$ cat config.mk
export PLATFORM = sky130hd
export DESIGN_NAME = student_fir_requant_fifo_flat
export DESIGN_NICKNAME = d
export VERILOG_FILES = /design/src/rtl/student_fir_requant_fifo_if.sv /design/src/rtl/student_fir_requant_fifo.sv /design/src/flat_wrapper.sv
export SDC_FILE = /design/constraint.sdc
export NUM_CORES = 1
export LEC_CHECK = 0
export ABC_CLOCK_PERIOD_IN_PS = 5900
export BUFFER_PORTS_ARGS = -buffer_cell sky130_fd_sc_hd__clkbuf_2
export CAP_MARGIN = 15
export CORE_MARGIN = 2
export CORE_UTILIZATION = 37
export CTS_CLUSTER_DIAMETER = 60
export DETAILED_ROUTE_END_ITERATION = 8
export GPL_ROUTABILITY_DRIVEN = 0
export PLACE_DENSITY = 0.59
export RECOVER_POWER = 50
export SYNTH_ARGS = -nofsm -noshare
export SYNTH_HDL_FRONTEND = slang
export SYNTH_SLANG_ARGS = --single-unit
$ cat constraint.sdc
create_clock -name clk_i -period 5.9 [get_ports clk_i]
set_input_delay 1.18 -clock clk_i [delete_from_list [all_inputs] [get_ports clk_i]]
set_output_delay 1.18 -clock clk_i [all_outputs]
set_load 0.005 [all_outputs]
$ cat src/rtl/student_fir_requant_fifo_if.sv
// Handshake bundle between the FIR core, the requantizer/FIFO stage and the
// sample consumer.
interface student_fir_requant_fifo_if #(
  parameter int unsigned DATA_SIZE_FIR_OUT = 32,
  parameter int unsigned DATA_SIZE         = 16,
  parameter int unsigned FIFO_DEPTH        = 8,
  parameter int unsigned CNT_WIDTH         = 16
);
  localparam int unsigned LVL_W = $clog2(FIFO_DEPTH) + 1;

  logic                         valid_strobe_in;
  logic [DATA_SIZE_FIR_OUT-1:0] y_in;
  logic [4:0]                   shift_i;
  logic                         round_en_i;
  logic                         clear_i;
  logic [DATA_SIZE-1:0]         sample_o;
  logic                         sample_valid_o;
  logic                         sample_ready_i;
  logic [LVL_W-1:0]             fifo_level_o;
  logic [CNT_WIDTH-1:0]         sat_count_o;
  logic [CNT_WIDTH-1:0]         drop_count_o;
  logic                         overflow_o;

  modport master (
    output valid_strobe_in, y_in, shift_i, round_en_i, clear_i, sample_ready_i,
    input  sample_o, sample_valid_o, fifo_level_o, sat_count_o, drop_count_o, overflow_o
  );

  modport slave (
    input  valid_strobe_in, y_in, shift_i, round_en_i, clear_i, sample_ready_i,
    output sample_o, sample_valid_o, fifo_level_o, sat_count_o, drop_count_o, overflow_o
  );
endinterface

$ cat src/rtl/student_fir_requant_fifo.sv
// Requantizes FIR accumulator words (shift, optional round-half-up, saturate)
// and buffers them in a show-ahead FIFO with saturation/drop statistics.
module student_fir_requant_fifo #(
  parameter int unsigned DATA_SIZE_FIR_OUT = 32,
  parameter int unsigned DATA_SIZE         = 16,
  parameter int unsigned FIFO_DEPTH        = 8,
  parameter int unsigned CNT_WIDTH         = 16
) (
  input logic                      clk_i,
  input logic                      rst_ni,
  student_fir_requant_fifo_if.slave bus
);
  localparam int unsigned W1    = DATA_SIZE_FIR_OUT + 1;
  localparam int unsigned AW    = $clog2(FIFO_DEPTH);
  localparam int unsigned LVL_W = AW + 1;
  localparam logic signed [W1-1:0] SAT_MAX = {{(W1-DATA_SIZE+1){1'b0}}, {(DATA_SIZE-1){1'b1}}};
  localparam logic signed [W1-1:0] SAT_MIN = {{(W1-DATA_SIZE+1){1'b1}}, {(DATA_SIZE-1){1'b0}}};

  logic                         stb_q, stb_d;
  logic [DATA_SIZE_FIR_OUT-1:0] s1_y_q, s1_y_d;
  logic [4:0]                   s1_sh_q, s1_sh_d;
  logic                         s1_rnd_q, s1_rnd_d;
  logic                         s1_valid_q, s1_valid_d;
  logic signed [W1-1:0]         s2_val_q, s2_val_d;
  logic                         s2_valid_q, s2_valid_d;
  logic [DATA_SIZE-1:0]         mem_q [FIFO_DEPTH];
  logic [DATA_SIZE-1:0]         mem_d [FIFO_DEPTH];
  logic [AW-1:0]                wr_ptr_q, wr_ptr_d, rd_ptr_q, rd_ptr_d;
  logic [LVL_W-1:0]             level_q, level_d;
  logic [CNT_WIDTH-1:0]         sat_cnt_q, sat_cnt_d, drop_cnt_q, drop_cnt_d;
  logic                         ovf_q, ovf_d;

  logic                         capture, push, pop, full, wr_en, drop, sat_hi, sat_lo;
  logic signed [W1-1:0]         rnd_add, rsum;
  logic [DATA_SIZE-1:0]         sat_val;

  always_comb begin
    stb_d      = bus.valid_strobe_in;
    capture    = bus.valid_strobe_in & ~stb_q;
    s1_y_d     = s1_y_q;
    s1_sh_d    = s1_sh_q;
    s1_rnd_d   = s1_rnd_q;
    if (capture) begin
      s1_y_d   = bus.y_in;
      s1_sh_d  = bus.shift_i;
      s1_rnd_d = bus.round_en_i;
    end
    s1_valid_d = capture & ~bus.clear_i;

    // One guard bit above the accumulator keeps the rounding add from wrapping.
    rnd_add = '0;
    if (s1_rnd_q && (s1_sh_q != 5'd0)) rnd_add = W1'(1) << (s1_sh_q - 5'd1);
    rsum       = $signed({s1_y_q[DATA_SIZE_FIR_OUT-1], s1_y_q}) + rnd_add;
    s2_val_d   = s1_valid_q ? (rsum >>> s1_sh_q) : s2_val_q;
    s2_valid_d = s1_valid_q & ~bus.clear_i;

    sat_hi  = s2_val_q > SAT_MAX;
    sat_lo  = s2_val_q < SAT_MIN;
    sat_val = sat_hi ? {1'b0, {(DATA_SIZE-1){1'b1}}} :
              sat_lo ? {1'b1, {(DATA_SIZE-1){1'b0}}} : s2_val_q[DATA_SIZE-1:0];

    push  = s2_valid_q;
    pop   = (level_q != '0) & bus.sample_ready_i;
    full  = level_q == LVL_W'(FIFO_DEPTH);
    wr_en = push & (~full | pop);
    drop  = push & full & ~pop;

    mem_d      = mem_q;
    wr_ptr_d   = wr_ptr_q;
    rd_ptr_d   = rd_ptr_q;
    level_d    = level_q;
    sat_cnt_d  = sat_cnt_q;
    drop_cnt_d = drop_cnt_q;
    ovf_d      = ovf_q;

    if (bus.clear_i) begin
      wr_ptr_d   = '0;
      rd_ptr_d   = '0;
      level_d    = '0;
      sat_cnt_d  = '0;
      drop_cnt_d = '0;
      ovf_d      = 1'b0;
    end else begin
      if (wr_en) begin
        mem_d[wr_ptr_q] = sat_val;
        wr_ptr_d        = wr_ptr_q + AW'(1);
      end
      if (pop) rd_ptr_d = rd_ptr_q + AW'(1);
      if (wr_en && !pop) level_d = level_q + LVL_W'(1);
      else if (!wr_en && pop) level_d = level_q - LVL_W'(1);
      if (push && (sat_hi || sat_lo) && (sat_cnt_q != '1)) sat_cnt_d = sat_cnt_q + CNT_WIDTH'(1);
      if (drop) begin
        ovf_d = 1'b1;
        if (drop_cnt_q != '1) drop_cnt_d = drop_cnt_q + CNT_WIDTH'(1);
      end
    end
  end

  always_ff @(posedge clk_i or negedge rst_ni) begin
    if (!rst_ni) begin
      stb_q      <= 1'b0;
      s1_y_q     <= '0;
      s1_sh_q    <= '0;
      s1_rnd_q   <= 1'b0;
      s1_valid_q <= 1'b0;
      s2_val_q   <= '0;
      s2_valid_q <= 1'b0;
      for (int unsigned i = 0; i < FIFO_DEPTH; i++) mem_q[i] <= '0;
      wr_ptr_q   <= '0;
      rd_ptr_q   <= '0;
      level_q    <= '0;
      sat_cnt_q  <= '0;
      drop_cnt_q <= '0;
      ovf_q      <= 1'b0;
    end else begin
      stb_q      <= stb_d;
      s1_y_q     <= s1_y_d;
      s1_sh_q    <= s1_sh_d;
      s1_rnd_q   <= s1_rnd_d;
      s1_valid_q <= s1_valid_d;
      s2_val_q   <= s2_val_d;
      s2_valid_q <= s2_valid_d;
      mem_q      <= mem_d;
      wr_ptr_q   <= wr_ptr_d;
      rd_ptr_q   <= rd_ptr_d;
      level_q    <= level_d;
      sat_cnt_q  <= sat_cnt_d;
      drop_cnt_q <= drop_cnt_d;
      ovf_q      <= ovf_d;
    end
  end

  assign bus.sample_o       = (level_q == '0) ? '0 : mem_q[rd_ptr_q];
  assign bus.sample_valid_o = level_q != '0;
  assign bus.fifo_level_o   = level_q;
  assign bus.sat_count_o    = sat_cnt_q;
  assign bus.drop_count_o   = drop_cnt_q;
  assign bus.overflow_o     = ovf_q;
endmodule
$ cat src/flat_wrapper.sv
// flat-port wrapper written by rule: the top's interface ports become plain ports
module student_fir_requant_fifo_flat 
#(
  parameter int unsigned DATA_SIZE_FIR_OUT = 32,
  parameter int unsigned DATA_SIZE         = 16,
  parameter int unsigned FIFO_DEPTH        = 8,
  parameter int unsigned CNT_WIDTH         = 16
)
  (clk_i, rst_ni, bus_valid_strobe_in, bus_y_in, bus_shift_i, bus_round_en_i, bus_clear_i, bus_sample_ready_i, bus_sample_o, bus_sample_valid_o, bus_fifo_level_o, bus_sat_count_o, bus_drop_count_o, bus_overflow_o);
  student_fir_requant_fifo_if #(.DATA_SIZE_FIR_OUT(DATA_SIZE_FIR_OUT), .DATA_SIZE(DATA_SIZE), .FIFO_DEPTH(FIFO_DEPTH), .CNT_WIDTH(CNT_WIDTH)) bus_i ();
  input logic clk_i;
  input logic rst_ni;
  input wire logic [$bits(bus_i.valid_strobe_in)-1:0] bus_valid_strobe_in;
  input wire logic [$bits(bus_i.y_in)-1:0] bus_y_in;
  input wire logic [$bits(bus_i.shift_i)-1:0] bus_shift_i;
  input wire logic [$bits(bus_i.round_en_i)-1:0] bus_round_en_i;
  input wire logic [$bits(bus_i.clear_i)-1:0] bus_clear_i;
  input wire logic [$bits(bus_i.sample_ready_i)-1:0] bus_sample_ready_i;
  output wire logic [$bits(bus_i.sample_o)-1:0] bus_sample_o;
  output wire logic [$bits(bus_i.sample_valid_o)-1:0] bus_sample_valid_o;
  output wire logic [$bits(bus_i.fifo_level_o)-1:0] bus_fifo_level_o;
  output wire logic [$bits(bus_i.sat_count_o)-1:0] bus_sat_count_o;
  output wire logic [$bits(bus_i.drop_count_o)-1:0] bus_drop_count_o;
  output wire logic [$bits(bus_i.overflow_o)-1:0] bus_overflow_o;
  assign bus_i.valid_strobe_in = bus_valid_strobe_in;
  assign bus_i.y_in = bus_y_in;
  assign bus_i.shift_i = bus_shift_i;
  assign bus_i.round_en_i = bus_round_en_i;
  assign bus_i.clear_i = bus_clear_i;
  assign bus_i.sample_ready_i = bus_sample_ready_i;
  assign bus_sample_o = bus_i.sample_o;
  assign bus_sample_valid_o = bus_i.sample_valid_o;
  assign bus_fifo_level_o = bus_i.fifo_level_o;
  assign bus_sat_count_o = bus_i.sat_count_o;
  assign bus_drop_count_o = bus_i.drop_count_o;
  assign bus_overflow_o = bus_i.overflow_o;
  student_fir_requant_fifo #(.DATA_SIZE_FIR_OUT(DATA_SIZE_FIR_OUT), .DATA_SIZE(DATA_SIZE), .FIFO_DEPTH(FIFO_DEPTH), .CNT_WIDTH(CNT_WIDTH)) u_core (.clk_i(clk_i), .rst_ni(rst_ni), .bus(bus_i));
endmodule
* Word-level counts from Yosys, hierarchy flattened
Index checks and enable logic that the tools add are counted.
Cells by class: $lt $le $gt $ge 5, equality and inequality tests 3, shifts and indexed selects 2, bitwise gates (word level) 14, muxes and demuxes 24, reductions and logical operators 20, add/sub/neg operators 8
Operators by type and width (number):
- 16-bit two-way mux | 11
- 128-bit bitwise mux | 1
- 16-bit binary-select mux with 3-bit select | 1
- 16-bit demux with 3-bit select | 1
- 32-bit by 33-bit adder with 33-bit output | 1
- 33-bit by 16-bit > comparator with 1-bit output (second input constant) | 1
- 33-bit by 16-bit less-than comparator with 1-bit output (second input constant) | 1
- 33-bit two-way mux | 1
- 1-bit by 5-bit << shifter with 33-bit output (first input constant) | 1
- 33-bit by 5-bit >>> shifter with 33-bit output | 1
- 16-bit by 1-bit adder with 16-bit output (second input constant) | 2
- 16-bit != test (second input constant) | 2
- 3-bit two-way mux | 4
- 4-bit two-way mux | 3
- 2-bit nonzero test | 5
- 4-bit >= comparator (second input constant) | 2
- 3-bit inverter with 4-bit output | 2
- 1-bit bitwise AND | 7
- 3-bit by 1-bit adder with 3-bit output (second input constant) | 2
- 1-bit logical AND | 6
- 5-bit nonzero test | 1
- 5-bit by 1-bit subtractor with 5-bit output (second input constant) | 1
- 4-bit by 1-bit adder with 4-bit output (second input constant) | 1
- 4-bit == test (second input constant) | 1
- 11 further kinds | 17
Storage, ports and cells: bits in registers 245, output and inout bits 54, word-level logic and storage cells 97

* Depth between registers and ports, before layout
Gate-level depths: netlist of run 1.
depth in word-level cells 9, gate-level depth with buffers 22

* Worst setup path after synthesis of run 1
OpenSTA, ideal clock, no wires.
path type register to register, start reg u_core.s1_sh_q[0], end reg u_core.s2_val_q[24], slack 0.945 ns, setup time 0.125 ns, period minus slack after synthesis 4.955 ns, stages on the path, launching flop included 22, path buffers 5, data arrival time 4.830 ns, cells stage by stage dfrtp_1 > clkbuf_1 > inv_1 > clkbuf_1 > buf_1 > clkbuf_1 > nor2_1 > nand2_1 > nor2_1 > ha_1 > fa_1 > a211oi_1 > o21ai_2 > nand4_1 > and2_1 > buf_6 > a32oi_1 > and2_4 > mux4_2 > a22oi_2 > a21oi_1 > mux2_4
On the way: cells in the longest elaborated chain, start to end 5, elaborated cells between the ends (all ways) 7, those cells by class add/sub (2); shift (2); mux (1); reduce/logical (2)
Ends and longest elaborated chain:
- from (decl) | RTL line student_fir_requant_fifo.sv:21 | logic [4:0] s1_sh_q, s1_sh_d;
- from (signal assigned) | RTL line student_fir_requant_fifo.sv:118 | s1_sh_q <= s1_sh_d;
- 5-bit by 1-bit subtractor with 5-bit output / 5-bit nonzero test (equally long branches) | RTL line student_fir_requant_fifo.sv:52 | if (s1_rnd_q && (s1_sh_q != 5'd0)) rnd_add = W1'(1) << (s1_sh_q - 5'd1);
- 1-bit by 5-bit << shifter with 33-bit output / 1-bit logical AND (equally long branches) | RTL line student_fir_requant_fifo.sv:52
- 33-bit two-way mux | RTL line student_fir_requant_fifo.sv:52
- 32-bit by 33-bit adder with 33-bit output | RTL line student_fir_requant_fifo.sv:53 | rsum = $signed({s1_y_q[DATA_SIZE_FIR_OUT-1], s1_y_q}) + rnd_add;
- 33-bit by 5-bit >>> shifter with 33-bit output * | RTL line student_fir_requant_fifo.sv:54 | s2_val_d = s1_valid_q ? (rsum >>> s1_sh_q) : s2_val_q;
- to (signal assigned) | RTL line student_fir_requant_fifo.sv:121 | s2_val_q <= s2_val_d;
- to (decl) | RTL line student_fir_requant_fifo.sv:24 | logic signed [W1-1:0] s2_val_q, s2_val_d;
Every way passes the cells marked *; elsewhere a longest branch is shown, timed or not. A chain may end at the register's enable or synchronous reset.

* Worst setup path after layout of run 1
start reg u_core.s1_sh_q[2], end reg u_core.s2_val_q[24]
The elaborated chain is that of the path after synthesis.

==> flow_metrics.tcl, run 1 <==
set metrics [dict create \
    relSlewSlack -0.928 \
    syn_inst 1607 \
    ff2ff_setup_slack_ns 0.98 \
    final_cells 2212 \
    place_area_um2 16000 \
    p_comb_frac 0.317 \
    vias 12500 \
    root_buffer "clkbuf_16" \
    yosys.cell_types.count 83 \
    fmax_mhz 203 \
    h-tree-depth 1 \
    wirelength_um 42100 \
    synth_top_family_by_area "compound AO/OA/AOI/OAI gates" \
    synth_xor_area_frac 0.0338 \
    cp_max_fo 15 \
    hold_viol 0 \
    worstPathRequired_ns 6.37 \
    pwr-share-seq 0.361 \
    power.share.clock 0.323 \
    cp-start-kind "flip-flop" \
    cp_cell_sequence "clkinv_1 -> nand2_1 -> nor2_1 -> ha_1 -> nand4_2 -> nor4_1 -> nand4_1 -> and2_1 -> o211a_1 -> and2_4 -> mux4_2 -> a22oi_2 -> a21oi_1 -> mux2_4" \
    synthSimpleGateAreaFrac 0.161 \
    ys.warnings.count 0 \
    ant_nets 0 \
    post-route-min-period_ns 4.92 \
    swShare 0.354 \
    synthAdderAreaFrac 0.0343 \
    port_buffers 96 \
    setup_slack_ns 0.980 \
    drv_slew 206 \
    syn_to_final_growth_pct 13.0 \
    clockBufferDepth 3 \
    die-height_um 206 \
    powerDensity_nw_per_um2 341 \
    internal-power_mw 3.75 \
    start_util 0.377 \
    critical_path_arrival_ns 5.39 \
    synth_seq_cells 245 \
    avgViaCountPerCell 5.67 \
    final_nets 1745 \
    clock-sinks 245 \
    cts_resized 0 \
    end_kind "flip-flop" \
    rr_endpoint "u_core.s2_val_q[24]$_DFFE_PN0P_" \
    switchingPower_mw 2.06 \
    grtUsageMet2 0.334 \
    core_um2 39900 \
    antenna_found_initial 0 \
    critPathKind "flip-flop to flip-flop" \
    die_x_um 206 \
    total_power_mw 5.81 \
    regToRegStartpoint "u_core.s1_sh_q[2]$_DFFE_PN0P_" \
    vdd_ir_drop_max_uv 259 \
    tightest_slew_ns 2.89 \
    p_leak_nw 7.42 \
    violations "max-capacitance violations, max-slew violations" \
    postCtsHoldBufs 0 \
    hold_path_class "flip-flop to flip-flop" \
    synthMuxAreaShare 0.151 \
    clkTransAtPathRegs_ns 0.06 \
    synth_compound_area_frac 0.174 \
    worstHoldEndpoint "u_core.mem_q[62]$_DFFE_PN0P_" \
    whs_path_depth 2 \
    grt.busiest_layer "met2" \
    syn-mean-instance-area_um2 9.36 \
    design_area_um2 17000 \
    post-route-util 0.426 \
    async_flop_share 1.00 \
    slowest_delay_ns 0.65 \
    first_iter_violations 1031 \
    clk_latency_ns 0.59 \
    setup_viol 0 \
    drive_gt1_frac 0.167 \
    num_antenna_cells 0 \
    synth_edf_count 0 \
    grt.overflow.total 0 \
    drc 0 \
    synth_ff_type "dfrtp_1" \
    grt_pass1_vias 12100 \
    grt_use_met3 0.0272 \
    grt_usage 0.200 \
    routedWlPerCell_um 19.0 \
    grt_max_degree 135 \
    gr-usage-met1 0.272 \
    cts_tree "yes" \
    ys_seq_area_frac 0.407 \
    cp_slowest_cell "nand2_1" \
    max_cap_violations 3 \
    timing.hold.ws_ns 0.473 \
    post_cts_buffers 0 \
    cts_buffers 31 \
    pre_cts_ws_ns 1.06 \
    period_share 0.834 \
    finalClockSkew_ns 0.0133 \
    synth_area_um2 15000 \
    fp-row-count 73 \
    rr_worst_depth 14 \
    ios 97 \
    synth_nets 1690 \
    drt_first_pass_iters 5 \
    worstHoldStart "u_core.mem_q[62]$_DFFE_PN0P_" \
    status "finished, violations left" \
    grt_setup_unrepaired "false" \
    dieArea_um2 42300 \
    grt_first_pass_wirelength_um 67600 \
    post-dp-hpwl_um 29900 \
    n_fill_cell 3874 \
    setup_tns_ns 0 \
    place_inst 2154 \
]
==> cell usage in the layout, fill, tap and decap left out, drive strengths merged, types with 6 or more instances in the layout <==
| master | instances |
|---|---|
| and4 | 7 |
| mux4 | 41 |
| o211ai | 16 |
| a21o | 17 |
| o21a | 8 |
| a22oi | 7 |
| dfrtp | 245 |
| a21oi | 79 |
| o221ai | 7 |
| nor3 | 26 |
| nor4 | 8 |
| xnor2 | 27 |
| mux2i | 80 |
| mux2 | 49 |
| a211oi | 12 |
| a31oi | 14 |
| a211o | 6 |
| nor2b | 15 |
| or3 | 10 |
| and3 | 14 |
| clkbuf | 142 |
| o22ai | 7 |
| nand3 | 29 |
| o21ai | 157 |
| inv | 45 |
| o31ai | 6 |
| nand4 | 19 |
| a221o | 6 |
| nand2 | 214 |
| and2 | 22 |
| xor2 | 31 |
| a221oi | 10 |
| clkinv | 12 |
| nor2 | 151 |
| ha | 38 |
| buf | 22 |
==> how the worst max path moves through the flow <==
stage                                                 end                          start  cells past startpoint
after floorplan           u_core.s2_val_q[24]$_DFFE_PN0P_  u_core.s1_sh_q[0]$_DFFE_PN0P_                     21
after global placement    u_core.s2_val_q[24]$_DFFE_PN0P_  u_core.s1_sh_q[2]$_DFFE_PN0P_                     14
after detailed placement  u_core.s2_val_q[24]$_DFFE_PN0P_  u_core.s1_sh_q[2]$_DFFE_PN0P_                     14
after CTS                 u_core.s2_val_q[24]$_DFFE_PN0P_  u_core.s1_sh_q[2]$_DFFE_PN0P_                     14
after global routing      u_core.s2_val_q[11]$_DFFE_PN0P_  u_core.s1_sh_q[2]$_DFFE_PN0P_                     14
final                     u_core.s2_val_q[24]$_DFFE_PN0P_  u_core.s1_sh_q[2]$_DFFE_PN0P_                     14
==> cell usage after synthesis, drive strengths merged, types with 8 or more instances <==
library cell / instances / share of area
o21ai: 157 / 0.052
ha: 38 / 0.032
or3: 10 / 0.0042
a21o: 17 / 0.0085
xor2: 31 / 0.018
nor2b: 15 / 0.0062
dfrtp: 245 / 0.41
nand3: 29 / 0.0096
buf: 23 / 0.0073
a21oi: 79 / 0.026
nand2: 214 / 0.053
o211ai: 16 / 0.0080
nand4: 19 / 0.0083
nor2: 151 / 0.038
nor3: 26 / 0.0086
inv: 42 / 0.010
nor4: 8 / 0.0033
mux2: 49 / 0.037
o21a: 8 / 0.0040
a221oi: 10 / 0.0058
xnor2: 27 / 0.016
a211oi: 12 / 0.0060
mux4: 41 / 0.061
and3: 14 / 0.0058
and2: 22 / 0.0094
a31oi: 14 / 0.0058
clkbuf: 75 / 0.019
mux2i: 80 / 0.053
==> critical path: cells and delay by family (launching register included) <==
kind            cells  cell delay [ns]
compound gates      3             0.72
fa+ha+maj           1             0.50
buf+inv             1             0.25
flops               1             0.34
mux                 2             0.80
simple gates        7             2.19
==> power groups by stage <==
stage / Clock [mW] / Sequential [mW] / Combinational (mW)
CTS: 1.92 / 2.10 / 1.84
floorplan: 0 / 1.99 / 1.34
detailed placement: 0 / 2.13 / 1.83
finish: 1.87 / 2.09 / 1.84
global route: 1.99 / 2.13 / 2.02
global placement: 0 / 2.12 / 1.82
==> per-layer routing <==
layer,part of all wire,routed length [um],vias to the layer above
met5,0,0,-
met4,0.028,1200,0
met3,0.059,2480,82
met2,0.47,19900,408
met1,0.44,18500,6107
li1,-,-,5947
==> logic make-up after synthesis <==
kind of cell / count (synthesis)
other: 1
DFF: 245
adders and majority gates: 40
muxes: 170
and+or+nand+nor: 537
xor gates and xnor gates: 58
AOI/OAI and AO/OA: 412
buffers and inverters: 144
==> registers in the layout (all words and copies together), names as in the netlist <==
name / cells
u_core.mem_q: 128
u_core.stb_q: 1
u_core.push: 1
u_core.bus.sat_count_o: 16
u_core.wr_ptr_q: 3
u_core.s1_sh_q: 5
u_core.rd_ptr_q: 3
u_core.bus.fifo_level_o: 4
u_core.s1_y_q: 32
u_core.s2_val_q: 33
u_core.s1_valid_q: 1
u_core.bus.drop_count_o: 16
u_core.s1_rnd_q: 1
u_core.bus.overflow_o: 1
==> final cells by class <==
| type | instances | area [um^2] | share of cell area |
|---|---|---|---|
| inverter | 46 | 173 | 0.0101 |
| tap | 525 | 657 | 0.0386 |
| clock inverter | 14 | 133 | 0.00780 |
| timing repair buffer | 120 | 664 | 0.0391 |
| clock buffer | 44 | 885 | 0.0520 |
| multi-input combinational | 1218 | 8370 | 0.492 |
| sequential | 245 | 6130 | 0.361 |
(Power assumes the default switching activity.)
==> run 2, diff against run 1 <==
--- a/config.mk
+++ b/config.mk
@@ -5,7 +5,7 @@
 export SDC_FILE = /design/constraint.sdc
 export NUM_CORES = 1
 export LEC_CHECK = 0
-export ABC_CLOCK_PERIOD_IN_PS = 5900
+export ABC_CLOCK_PERIOD_IN_PS = 4300
 export BUFFER_PORTS_ARGS = -buffer_cell sky130_fd_sc_hd__clkbuf_2
 export CAP_MARGIN = 15
 export CORE_MARGIN = 2
@@ -13,7 +13,7 @@
 export CTS_CLUSTER_DIAMETER = 60
 export DETAILED_ROUTE_END_ITERATION = 8
 export GPL_ROUTABILITY_DRIVEN = 0
-export PLACE_DENSITY = 0.59
+export PLACE_DENSITY = 0.61
 export RECOVER_POWER = 50
 export SYNTH_ARGS = -nofsm -noshare
 export SYNTH_HDL_FRONTEND = slang
==> constraint.sdc (replaced) <==
create_clock -name clk_i -period 4.3 [get_ports clk_i]
set_input_delay 0.86 -clock clk_i [delete_from_list [all_inputs] [get_ports clk_i]]
set_output_delay 0.86 -clock clk_i [all_outputs]
set_load 0.005 [all_outputs]
==> flow_metrics.tcl, run 2 (synthesized netlist as in run 1, its figures left out) <==
set metrics [dict create \
    status "finished, violations left" \
    violations "max-capacitance violations, max-slew violations" \
    ios 97 \
    root_buffer "clkbuf_16" \
    end_kind "flip-flop" \
    clock-sinks 245 \
    grt_setup_unrepaired "true" \
    grt_first_pass_wirelength_um 68600 \
    grt_pass1_vias 12600 \
    routedWlPerCell_um 18.9 \
    clkTransAtPathRegs_ns 0.06 \
    rr_endpoint "u_core.s2_val_q[12]$_DFFE_PN0P_" \
    place_area_um2 16500 \
    post-route-min-period_ns 4.16 \
    ant_nets 0 \
    layout_common_cells "dfrtp_1 (244), nand2_1 (211), nor2_1 (148), o21ai_0 (136), clkbuf_2 (100)" \
    hold_path_class "primary input to flip-flop" \
    syn_to_final_growth_pct 17.8 \
    h-tree-depth 1 \
    cts_tree "yes" \
    critical_path_arrival_ns 4.59 \
    cp-start-kind "flip-flop" \
    regToRegStartpoint "u_core.s1_sh_q[1]$_DFFE_PN0P_" \
    rr_worst_depth 17 \
    finalClockSkew_ns 0.0130 \
    critPathKind "flip-flop to flip-flop" \
    worstHoldEndpoint "u_core.stb_q$_DFF_PN0_" \
    clk_latency_ns 0.59 \
    fp-row-count 73 \
    final_nets 1805 \
    setup_viol 0 \
    antenna_found_initial 0 \
    num_antenna_cells 0 \
    drive_gt1_frac 0.211 \
    vdd_ir_drop_max_uv 340 \
    clockBufferDepth 3 \
    core_um2 39900 \
    wirelength_um 43000 \
    tightest_slew_ns 2.88 \
    powerDensity_nw_per_um2 477 \
    port_buffers 96 \
    worstHoldStart "bus_valid_strobe_in" \
    p_leak_nw 7.79 \
    regMostFlops "u_core.mem_q" \
    reg.largest.list "u_core.mem_q (128), u_core.s2_val_q (33), u_core.s1_y_q (32)" \
    largest_reg_flops 128 \
    fmax_mhz 240 \
    relSlewSlack -0.918 \
    avgViaCountPerCell 5.67 \
    drt_first_pass_iters 5 \
    first_iter_violations 1004 \
    pre_cts_ws_ns 0.00625 \
    setup_slack_ns 0.142 \
    period_share 0.967 \
    final_common_cell "dfrtp_1" \
    drc 0 \
    cts_buffers 30 \
    ff2ff_setup_slack_ns 0.14 \
    drv_slew 145 \
    grt_max_degree 112 \
    cp_max_fo 36 \
    grt.overflow.total 0 \
    die-height_um 206 \
    vias 12900 \
    timing.hold.ws_ns 0.392 \
    post-dp-hpwl_um 31000 \
    grt_usage 0.203 \
    dieArea_um2 42300 \
    post-route-util 0.444 \
    max_cap_violations 2 \
    total_power_mw 8.46 \
    design_area_um2 17700 \
    worstPathRequired_ns 4.74 \
    start_util 0.377 \
    hold_viol 0 \
    die_x_um 206 \
    whs_path_depth 1 \
    n_fill_cell 3855 \
]
## run 2: changes by cell type in the layout (fill, tap and decap cells not counted), moves of 4 or more
cell       before  now
buf_4          21   75
clkbuf_1       10    4
clkinv_2        6    2
clkbuf_2       95  100
bufinv_16       1    7
## run 2: power breakdown
part	internal, mW	switching [mW]	total [mW]
clock network	1.84	1.07	2.91
logic	1.19	1.53	2.73
registers	2.57	0.258	2.82
## run 2: area by class of cell
cell class,instances,area (um^2),share of cell area
inverter,46,173,0.00974
multi-input combinational,1218,8460,0.478
tap,525,657,0.0371
sequential,245,6130,0.346
clock buffer,39,865,0.0488
clock inverter,16,298,0.0168
timing repair buffer,181,1130,0.0640
## run 2: routing by layer
| layer | vias to the layer above | part of all wire | global-route usage |
|---|---|---|---|
| met3 | 92 | 0.049 | 0.0301 |
| met1 | 6268 | 0.44 | 0.270 |
| li1 | 6081 | - | - |
| met5 | - | 0 | 0 |
| met2 | 422 | 0.48 | 0.343 |
| met4 | 0 | 0.029 | 0.0622 |
## run 2: worst max path at each step
| stage | startpoint | slack [ns] | depth (start not counted) | endpoint |
|---|---|---|---|---|
| finish | u_core.s1_sh_q[1]$_DFFE_PN0P_ | 0.14 | 17 | u_core.s2_val_q[12]$_DFFE_PN0P_ |
| floorplan | u_core.s1_sh_q[0]$_DFFE_PN0P_ | 0.03 | 21 | u_core.s2_val_q[24]$_DFFE_PN0P_ |
| global route | u_core.s1_sh_q[1]$_DFFE_PN0P_ | -0.03 | 16 | u_core.s2_val_q[3]$_DFFE_PN0P_ |
| global placement | u_core.s1_sh_q[1]$_DFFE_PN0P_ | 0.02 | 17 | u_core.s2_val_q[8]$_DFFE_PN0P_ |
| CTS | u_core.s1_sh_q[1]$_DFFE_PN0P_ | 0.02 | 17 | u_core.s2_val_q[7]$_DFFE_PN0P_ |
| detailed placement | u_core.s1_sh_q[1]$_DFFE_PN0P_ | 0.006 | 17 | u_core.s2_val_q[8]$_DFFE_PN0P_ |
## run 2: timing repair
action,in CTS,in global routing
gates resized for setup,1,26
buffers inserted,0,3
hold buffers,0,0
pin swaps,0,3
endpoints found under the setup margin,1,25
## run 2: critical path, cell delays in order, from the launching register on
cell and delay [ns]:
dfrtp_1 0.41, buf_12 0.19, nor2_2 0.18, nand2_2 0.12
nor2_1 0.12, ha_1 0.23, fa_1 0.26, a211oi_2 0.10
o21ai_2 0.26, nand3_1 0.20, buf_4 0.20, a21o_1 0.17
a31o_2 0.28, xnor2_1 0.14, mux2i_1 0.31, a22oi_1 0.12
a31oi_1 0.47, o221ai_1 0.24
## run 2: through the flow
stage | cells | setup TNS [ns]
finish | 2270 | 0
global route | 2270 | -0.0595
CTS | 2266 | 0
detailed placement | 2211 | 0
global placement | 2211 | 0
floorplan | 1607 | 0
==> run 3, diff against run 2 <==
--- a/config.mk
+++ b/config.mk
@@ -5,7 +5,7 @@
 export SDC_FILE = /design/constraint.sdc
 export NUM_CORES = 1
 export LEC_CHECK = 0
-export ABC_CLOCK_PERIOD_IN_PS = 4300
+export ABC_CLOCK_PERIOD_IN_PS = 4980
 export BUFFER_PORTS_ARGS = -buffer_cell sky130_fd_sc_hd__clkbuf_2
 export CAP_MARGIN = 15
 export CORE_MARGIN = 2
@@ -13,7 +13,7 @@
 export CTS_CLUSTER_DIAMETER = 60
 export DETAILED_ROUTE_END_ITERATION = 8
 export GPL_ROUTABILITY_DRIVEN = 0
-export PLACE_DENSITY = 0.61
+export PLACE_DENSITY = 0.59
 export RECOVER_POWER = 50
 export SYNTH_ARGS = -nofsm -noshare
 export SYNTH_HDL_FRONTEND = slang
==> constraint.sdc (replaced) <==
create_clock -name clk_i -period 4.98 [get_ports clk_i]
set_input_delay 0.996 -clock clk_i [delete_from_list [all_inputs] [get_ports clk_i]]
set_output_delay 0.996 -clock clk_i [all_outputs]
set_load 0.005 [all_outputs]
==> flow_metrics.tcl, run 3 (synthesized netlist as in run 1, its figures left out) <==
set metrics [dict create \
    status "finished, violations left" \
    violations "max-capacitance violations, max-slew violations" \
    die-height_um 206 \
    post_cts_buffers 0 \
    gr-usage-met1 0.271 \
    root_buffer "clkbuf_16" \
    ant_nets 0 \
    period_share 0.924 \
    grt.busiest_layer "met2" \
    clock-sinks 245 \
    n_fill_cell 3942 \
    multi_input_area_um2 8360 \
    critical_path_arrival_ns 5.07 \
    fmax_mhz 217 \
    register_area_um2 6130 \
    setup_viol 0 \
    final_nets 1765 \
    cts_tree "yes" \
    clkTransAtPathRegs_ns 0.06 \
    hold_viol 0 \
    start_util 0.377 \
    powerDensity_nw_per_um2 402 \
    setup_tns_ns 0 \
    grt_usage 0.205 \
    grt_first_pass_wirelength_um 69400 \
    core_um2 39900 \
    syn_to_final_growth_pct 13.9 \
    reg.largest.list "u_core.mem_q (128), u_core.s2_val_q (33), u_core.s1_y_q (32)" \
    grt_max_degree 103 \
    clockBufferDepth 3 \
    clk_latency_ns 0.59 \
    port_buffers 96 \
    hold_path_class "flip-flop to flip-flop" \
    drive_gt1_frac 0.172 \
    ios 97 \
    drc 0 \
    worstPathRequired_ns 5.45 \
    die_x_um 206 \
    pre_cts_ws_ns 0.476 \
    max_cap_violations 4 \
    postCtsHoldBufs 0 \
    antenna_found_initial 0 \
    finalClockSkew_ns 0.0143 \
    h-tree-depth 1 \
    wirelength_um 42900 \
    final_common_cell "dfrtp_1" \
    vias 12700 \
    cp_max_fo 9 \
    regMostFlops "u_core.mem_q" \
    cts_resized 0 \
    drt_first_pass_iters 5 \
    setup_slack_ns 0.380 \
    routedWlPerCell_um 19.2 \
    grtUsageMet2 0.340 \
    layout_common_cells "dfrtp_1 (243), nand2_1 (214), nor2_1 (151), o21ai_0 (138), clkbuf_2 (96)" \
    first_iter_violations 950 \
    total_power_mw 6.89 \
    drv_slew 209 \
    cts_buffers 30 \
    critPathKind "flip-flop to flip-flop" \
    tightest_slew_ns 2.86 \
    slowest_delay_ns 0.50 \
    dieArea_um2 42300 \
    post-dp-hpwl_um 31200 \
    relSlewSlack -0.907 \
    grt_pass1_vias 12500 \
    avgViaCountPerCell 5.69 \
    cp-start-kind "flip-flop" \
    largest_reg_flops 128 \
    crit_top_cell "nor4_1" \
    end_kind "flip-flop" \
    grt_use_met3 0.0320 \
    grt.overflow.total 0 \
    cp_cell_sequence "inv_1 -> buf_4 -> nand2_1 -> nor3_1 -> ha_1 -> nand4_2 -> nor4_1 -> nand4_1 -> and2_1 -> o211a_1 -> and2_4 -> mux4_2 -> and2_2 -> nor4_1 -> o2bb2ai_1" \
    p_leak_nw 7.49 \
    num_antenna_cells 0 \
    cp_slowest_cell "mux4_2" \
    fp-row-count 73 \
    post-route-min-period_ns 4.60 \
    grt_setup_unrepaired "false" \
    vdd_ir_drop_max_uv 314 \
]
## run 3: per-layer routing
| metal | vias to the layer above | share of wire |
|---|---|---|
| li1 | 5977 | - |
| met1 | 6146 | 0.43 |
| met3 | 106 | 0.059 |
| met5 | - | 0 |
| met2 | 448 | 0.47 |
| met4 | 0 | 0.037 |
## run 3: report_power, final
group / internal [mW] / switching (mW) / total [mW]
Combinational: 0.948 / 1.32 / 2.27
Sequential: 2.22 / 0.209 / 2.43
Clock: 1.30 / 0.897 / 2.20
## run 3: final cells by class
class | instances | area share
clock buffers | 40 | 0.0471
flip-flops and latches | 245 | 0.358
clock inverters | 12 | 0.0107
inverters | 46 | 0.0101
repair buffers | 141 | 0.0485
well taps | 525 | 0.0383
multi-input cells | 1218 | 0.488
## run 3: metrics by stage
stage	std cells	hold slack [ns]	area, um^2	util
floorplan	1607	0.445	15000	-
detailed placement	2173	0.466	16200	0.405
CTS	2225	0.473	17200	0.430
finish	2227	0.475	17100	0.430
global placement	2173	0.457	16200	0.405
global route	2227	0.490	17100	0.430
## run 3: final timing paths
kind | start | to | slack (ns) | cells after the start
worst min register to register | u_core.mem_q[12]$_DFFE_PN0P_ | u_core.mem_q[12]$_DFFE_PN0P_ | 0.48 | 2
max in group asynchronous | rst_ni | u_core.s1_y_q[21]$_DFFE_PN0P_ | 1.02 | 2
min in group asynchronous | rst_ni | u_core.mem_q[42]$_DFFE_PN0P_ | 1.21 | 1
worst max-delay path | u_core.s1_sh_q[0]$_DFFE_PN0P_ | u_core.s2_val_q[18]$_DFFE_PN0P_ | 0.38 | 15
worst max register to register | u_core.s1_sh_q[0]$_DFFE_PN0P_ | u_core.s2_val_q[18]$_DFFE_PN0P_ | 0.38 | 15
worst min-delay path | u_core.mem_q[12]$_DFFE_PN0P_ | u_core.mem_q[12]$_DFFE_PN0P_ | 0.48 | 2
## run 3: worst max-delay path: cells and delay by family (launching register included)
| kind | cells | cell delay, ns |
|---|---|---|
| fa+ha+maj | 1 | 0.35 |
| flops | 1 | 0.37 |
| mux | 1 | 0.50 |
| buf+inv | 2 | 0.42 |
| simple gates | 9 | 2.42 |
| compound gates | 2 | 0.40 |
